===== src/rtl/pipeline_host_sequencer.sv =====
`timescale 1ns/1ps
// -----------------------------------------------------------------------------
// pipeline_host_sequencer
//
// Host-side controller for the pipelined CPU datapath. It drives the
// datapath's three software registers (address, command, write data). A
// valid/ready stream of IMEM/DMEM load words becomes a series of write
// commands, each followed by enough idle cycles for the next write to
// produce a fresh rising edge. After the last word the CPU is enabled for
// a programmed number of cycles. The sequencer then waits for the pipeline
// to drain and pulses done.
//
// Optional feature macro: SEQ_STEP_EN
//   When defined, the step_mode and step inputs are added. step_mode is
//   latched with start. With step_mode=1, RUN raises the CPU enable for one
//   cycle on each rising edge of step.
//
// Ports
//   clk, rst            clock (posedge) / asynchronous active-high reset
//   start, run_only     start a sequence; run_only=1 skips the load phase
//   run_cycles          CPU-enable cycles (or steps), latched at start
//   abort               cancel any active phase and return to IDLE
//   load_valid/ready    load word handshake (ready only in LOAD_WAIT)
//   load_target         0 = IMEM word, 1 = DMEM word
//   load_addr/data/last load word contents and end-of-load marker
//   mem_addr_reg        datapath address register
//   mem_cmd_reg         datapath command: bit5 IMEM wr, bit6 DMEM wr,
//                       bit7 cpu_enable
//   mem_data_write_reg  datapath write-data register
//   busy                sequence in progress
//   done / aborted      one-cycle completion / abort pulses
//   run_count           cycles of cpu_enable in this sequence (saturating)
// -----------------------------------------------------------------------------
module pipeline_host_sequencer #(
  parameter int WR_HOLD      = 1,
  parameter int WR_GAP       = 3,
  parameter int DRAIN_CYCLES = 4,
  parameter int CNT_W        = 32
) (
  input  logic             clk,
  input  logic             rst,
  input  logic             start,
  input  logic             run_only,
  input  logic [CNT_W-1:0] run_cycles,
  input  logic             abort,
  input  logic             load_valid,
  output logic             load_ready,
  input  logic             load_target,
  input  logic [31:0]      load_addr,
  input  logic [31:0]      load_data,
  input  logic             load_last,
`ifdef SEQ_STEP_EN
  input  logic             step_mode,
  input  logic             step,
`endif
  output logic [31:0]      mem_addr_reg,
  output logic [31:0]      mem_cmd_reg,
  output logic [31:0]      mem_data_write_reg,
  output logic             busy,
  output logic             done,
  output logic             aborted,
  output logic [CNT_W-1:0] run_count
);

  typedef enum logic [2:0] {
    S_IDLE,
    S_LOAD_WAIT,
    S_WR_ASSERT,
    S_WR_GAP,
    S_FLUSH,
    S_RUN,
    S_DRAIN,
    S_DONE
  } state_t;

  // The hold/gap/drain phases share one down-counter. It is loaded with
  // (length - 1) on entry to a phase, and the phase ends when it reads zero.
  localparam logic [15:0]      HOLD_LOAD  = 16'(WR_HOLD - 1);
  localparam logic [15:0]      GAP_LOAD   = 16'(WR_GAP - 1);
  localparam logic [15:0]      DRAIN_LOAD = 16'(DRAIN_CYCLES - 1);
  localparam logic [CNT_W-1:0] CNT_ONE    = {{(CNT_W-1){1'b0}}, 1'b1};
  localparam logic [CNT_W-1:0] CNT_ALL    = {CNT_W{1'b1}};

  state_t           state_q, state_d;
  logic [15:0]      cnt_q, cnt_d;
  logic [CNT_W-1:0] run_left_q, run_left_d;
  logic [CNT_W-1:0] run_count_q, run_count_d;
  logic [31:0]      addr_q, addr_d;
  logic [31:0]      data_q, data_d;
  logic             target_q, target_d;
  logic             last_q, last_d;
  logic             aborted_q, aborted_d;
  logic             cpu_en;

`ifdef SEQ_STEP_EN
  logic step_mode_q, step_mode_d;
  logic step_prev_q;
  logic step_active_q, step_active_d;
`endif

  // ---------------------------------------------------------------------------
  // State register
  // ---------------------------------------------------------------------------
  always_ff @(posedge clk or posedge rst) begin
    if (rst) begin
      state_q     <= S_IDLE;
      cnt_q       <= '0;
      run_left_q  <= '0;
      run_count_q <= '0;
      addr_q      <= '0;
      data_q      <= '0;
      target_q    <= 1'b0;
      last_q      <= 1'b0;
      aborted_q   <= 1'b0;
    end else begin
      state_q     <= state_d;
      cnt_q       <= cnt_d;
      run_left_q  <= run_left_d;
      run_count_q <= run_count_d;
      addr_q      <= addr_d;
      data_q      <= data_d;
      target_q    <= target_d;
      last_q      <= last_d;
      aborted_q   <= aborted_d;
    end
  end

`ifdef SEQ_STEP_EN
  always_ff @(posedge clk or posedge rst) begin
    if (rst) begin
      step_mode_q   <= 1'b0;
      step_prev_q   <= 1'b0;
      step_active_q <= 1'b0;
    end else begin
      step_mode_q   <= step_mode_d;
      step_prev_q   <= step;
      step_active_q <= step_active_d;
    end
  end
`endif

  // ---------------------------------------------------------------------------
  // Next-state logic
  // ---------------------------------------------------------------------------
  always_comb begin
    state_d     = state_q;
    cnt_d       = cnt_q;
    run_left_d  = run_left_q;
    run_count_d = run_count_q;
    addr_d      = addr_q;
    data_d      = data_q;
    target_d    = target_q;
    last_d      = last_q;
    aborted_d   = 1'b0;
`ifdef SEQ_STEP_EN
    step_mode_d   = step_mode_q;
    step_active_d = 1'b0;
`endif

    case (state_q)
      S_IDLE: begin
        if (start) begin
          run_left_d  = run_cycles;
          run_count_d = '0;
`ifdef SEQ_STEP_EN
          step_mode_d = step_mode;
`endif
          state_d     = run_only ? S_FLUSH : S_LOAD_WAIT;
        end
      end

      S_LOAD_WAIT: begin
        if (load_valid) begin
          addr_d   = load_addr;
          data_d   = load_data;
          target_d = load_target;
          last_d   = load_last;
          cnt_d    = HOLD_LOAD;
          state_d  = S_WR_ASSERT;
        end
      end

      S_WR_ASSERT: begin
        if (cnt_q == 16'd0) begin
          cnt_d   = GAP_LOAD;
          state_d = S_WR_GAP;
        end else begin
          cnt_d = cnt_q - 16'd1;
        end
      end

      S_WR_GAP: begin
        if (cnt_q == 16'd0) begin
          state_d = last_q ? S_FLUSH : S_LOAD_WAIT;
        end else begin
          cnt_d = cnt_q - 16'd1;
        end
      end

      S_FLUSH: begin
        if (run_left_q == '0) begin
          cnt_d   = DRAIN_LOAD;
          state_d = S_DRAIN;
        end else begin
          state_d = S_RUN;
        end
      end

      S_RUN: begin
`ifdef SEQ_STEP_EN
        // A step cycle opens only when no step cycle is active, so an edge
        // that arrives during an active step cycle is ignored.
        if (step_mode_q) begin
          step_active_d = !step_active_q && step && !step_prev_q;
        end
`endif
        if (cpu_en) begin
          if (run_count_q != CNT_ALL) begin
            run_count_d = run_count_q + CNT_ONE;
          end
          run_left_d = run_left_q - CNT_ONE;
          if (run_left_q == CNT_ONE) begin
            cnt_d   = DRAIN_LOAD;
            state_d = S_DRAIN;
`ifdef SEQ_STEP_EN
            step_active_d = 1'b0;
`endif
          end
        end
      end

      S_DRAIN: begin
        if (cnt_q == 16'd0) begin
          state_d = S_DONE;
        end else begin
          cnt_d = cnt_q - 16'd1;
        end
      end

      S_DONE: begin
        state_d = S_IDLE;
      end

      default: begin
        state_d = S_IDLE;
      end
    endcase

    // Abort takes priority over everything else. A word that is accepted in
    // the same cycle is latched but is never written, because the sequencer
    // returns to IDLE.
    if (abort && (state_q != S_IDLE)) begin
      state_d   = S_IDLE;
      cnt_d     = '0;
      aborted_d = 1'b1;
`ifdef SEQ_STEP_EN
      step_active_d = 1'b0;
`endif
    end
  end

  // ---------------------------------------------------------------------------
  // Outputs: decoded from registered state, so an asynchronous reset clears
  // them immediately.
  // ---------------------------------------------------------------------------
  always_comb begin
`ifdef SEQ_STEP_EN
    cpu_en = (state_q == S_RUN) && (!step_mode_q || step_active_q);
`else
    cpu_en = (state_q == S_RUN);
`endif
  end

  always_comb begin
    mem_cmd_reg    = '0;
    mem_cmd_reg[5] = (state_q == S_WR_ASSERT) && !target_q;
    mem_cmd_reg[6] = (state_q == S_WR_ASSERT) && target_q;
    mem_cmd_reg[7] = cpu_en;
  end

  assign mem_addr_reg       = addr_q;
  assign mem_data_write_reg = data_q;
  assign load_ready         = (state_q == S_LOAD_WAIT);
  assign busy               = (state_q != S_IDLE);
  assign done               = (state_q == S_DONE);
  assign aborted            = aborted_q;
  assign run_count          = run_count_q;

endmodule


===== config.mk =====
export PLATFORM = sky130hd
export DESIGN_NAME = pipeline_host_sequencer
export DESIGN_NICKNAME = d
export VERILOG_FILES = /design/src/rtl/pipeline_host_sequencer.sv
export SDC_FILE = /design/constraint.sdc
export NUM_CORES = 1
export LEC_CHECK = 0
export CAP_MARGIN = 20
export CORE_UTILIZATION = 48
export DETAILED_ROUTE_END_ITERATION = 10
export PLACE_DENSITY = 0.82
export SLEW_MARGIN = 20
export SYNTH_ARGS = -nofsm -noshare
export SYNTH_HDL_FRONTEND = slang
export SYNTH_SLANG_ARGS = --single-unit

===== constraint.sdc =====
create_clock -name clk -period 7.1 [get_ports clk]
set_input_delay 1.775 -clock clk [delete_from_list [all_inputs] [get_ports clk]]
set_output_delay 1.775 -clock clk [all_outputs]
set_load 0.01 [all_outputs]

==> flow_summary.yaml <==
timing:
  tightest_slew_ps: 874.3
  finalCritPeriodShare_pct: 64.20
  hold_viol: 0
  relSlewSlack_pct: 41.44
  hold-worst-slack_ps: 503.2
  setup_tns_ps: 0
  period_needed_ps: 4558
  finalSetupViolations: 0
  timing.fmax_mhz: 219.4
  rsz0062_at_grt: "false"
  fin_skew_ps: 18.79
  report.final.slew_viol_count: 0
setup_path:
  r2r.worst_path.cells: 6
  startpoint_type: "register"
  max_stage_delay_ps: 680
  cp_data_required_time_ps: 5330
  reg2reg_slack_ps: 3960
  worst-path-stages: 4
  crit_arrival_ps: 2780
  critical_path.max_fanout: 35
  path_class: "reg -> out"
  slowest_stage: "clkdlybuf4s50_1"
  r2r-end: "run_left_q[13]"
  r2r_start: "state_q[1]"
  critPathCaptureType: "output port"
  cp_cell_sequence: "nand3b_1 -> buf_4 -> inv_1 -> clkdlybuf4s50_1"
  path_delay_family: "buffers and inverters"
  cp.buffers_inverters: 3
worst_hold_path:
  hold_path.startpoint: "mem_addr_reg[18]"
  min_path_type: "reg -> reg"
  hold_path_depth: 1
  min_to: "mem_addr_reg[18]"
clock_tree:
  post_cts_resized: 0
  root_buffer: "clkbuf_16"
  tritoncts: "done"
  cts_made_buffers: 17
  clk_path_buf_depth: 2
  post_cts_buffers: 0
  cts_hold_buffers: 0
  htree_levels: 4
  clk-insertion-delay-late_ps: 430
  clk_pin_slew_ps: 60
  cts.sinks: 150
logic_synthesis:
  synth.most_common_cell: "dfrtp_1"
  synth_area_leaders: "dfrtp_1 (48%), mux2_2 (10%), nand2_1 (3.0%)"
  netlist_top_cells_count: "dfrtp_1 (150), mux2_2 (69), nand2_1 (61)"
  ys.warnings.count: 0
  syn_area_um2: 7752
  synth_cell_types: 71
  ys.flop_type: "dfrtp_1"
  synth_seq_cells: 150
  async_flop_share_pct: 100.0
  syn_inst: 757
  avgSynthCellArea_um2: 10.24
  synth_edf_count: 0
  synth_top_area_share_pct: 48.42
  ys_seq_area_share_pct: 48.42
  yosysTopAreaCell: "dfrtp_1"
die:
  die_h_um: 129.1
  core_um2: 15830
  die_w_um: 129.1
  io_pins: 236
  initial_core_util_pct: 48.98
  dieArea_um2: 16660
  row_count: 46
global_route:
  antenna_found_initial: 0
  grt.total_usage_pct: 24.64
  grt_pass1_wl_um: 32180
  overflow: 0
  grt_start_max_net_pins: 113
  grt_pass1_vias: 6191
place:
  place_inst: 1147
  port_buffers: 206
  dp_hpwl_um: 14450
  globalplace.congestion: 0.9155
power_and_ir_drop:
  p_per_area_nw_per_um2: 390.4
  vdd_drop_max_mv: 0.2239
  power.switching_mw: 1.473
  swShare_pct: 36.01
  pwr-share-seq_pct: 35.7
  finalPower_mw: 4.090
  total_leakage_power_nw: 4.193
  comb_power_share_pct: 41.6
  cell_internal_pwr_mw: 2.617
  clock_power_share_pct: 22.7
routing:
  drt-total-wl_um: 20620
  drc: 0
  vias: 6828
  firstDrtPassIters: 5
  drtIter0Drc: 566
  via_per_inst: 5.791
  post_drt_wl_per_cell_um: 17.49
  drt.antenna.violating_nets: 0
cells_and_area:
  nets: 1059
  area_delta_synth_final_pct: 35.12
  fillers: 1216
  num_antenna_cells: 0
  drive_gt1_share_pct: 13.08
  regArea_um2: 3754
  multi_input_area_um2: 3677
  finalNonFillerCells: 1179
run:
  max-cap-violations: 0
status:
  status: "finished, final reports clean"
## final cells by class
class / count / area share [%]
clock buffers: 19 / 4.133
repair buffers: 211 / 20.04
flip-flops and latches: 150 / 35.83
multi-input cells: 554 / 35.11
clock inverters: 13 / 1.660
inverters: 16 / 0.6450
well taps: 216 / 2.580
## worst reg2reg max path: cells and delay by family, from the launching register on
family / cells / cell delay, ps
simple gates: 3 / 1330
compound gates: 1 / 250
buf+inv: 2 / 930
flops: 1 / 510
## layout by cell type, fill, tap and decap left out, drive strengths merged, types with 23 or more instances in the layout
master	n
clkdlybuf4s50	206
dfrtp	150
mux2	69
nand2	61
nor2	40
a21oi	39
o21ai	37
nand3	31
conb	29
or3	25
nor3	23
## cells by family after synthesis
family	synth area share, %
AOI/OAI and AO/OA	15.27
and+or+nand+nor	18.77
buffers and inverters	5.552
adders and majority gates	0.8070
other	0.04837
muxes	10.80
xor gates and xnor gates	0.3390
DFF	48.42
## per-stage QoR
stage               worst slack (ps)  util (%)  instance area (um2)
finish                          2542     66.18                10480
detailed placement              2977     62.32                 9864
CTS                             2576     66.16                10470
floorplan                       1289         -                 7858
global route                    2431     66.18                10480
global placement                3087     62.32                 9864
## layer usage
| metal | part of all wire [%] | vias to the layer above | GRT usage, % |
|---|---|---|---|
| li1 | - | 3186 | - |
| met1 | 42 | 3317 | 32.90 |
| met2 | 49 | 289 | 39.27 |
| met3 | 7.2 | 36 | 5.367 |
| met4 | 2.3 | 0 | 9.689 |
| met5 | 0 | - | 0 |
## worst max-delay path by stage
stage,startpoint,to,slack [ps]
2_1_floorplan,rst,aborted,1290
3_3_place_gp,state_q[1],mem_cmd_reg[7],3090
3_5_place_dp,abort,cnt_q[7],2980
4_1_cts,state_q[1],mem_cmd_reg[7],2580
5_1_grt,state_q[1],mem_cmd_reg[7],2430
6_report,state_q[1],mem_cmd_reg[7],2540
## power groups by stage
stage | Sequential (mW) | Clock [mW] | Combinational (mW)
after floorplan | 1.49 | 0 | 0.938
after global placement | 1.44 | 0 | 1.65
after detailed placement | 1.46 | 0 | 1.69
after CTS | 1.45 | 0.941 | 1.70
after global routing | 1.50 | 0.975 | 1.84
final | 1.46 | 0.930 | 1.70
Power figures use the tool's default switching activity.
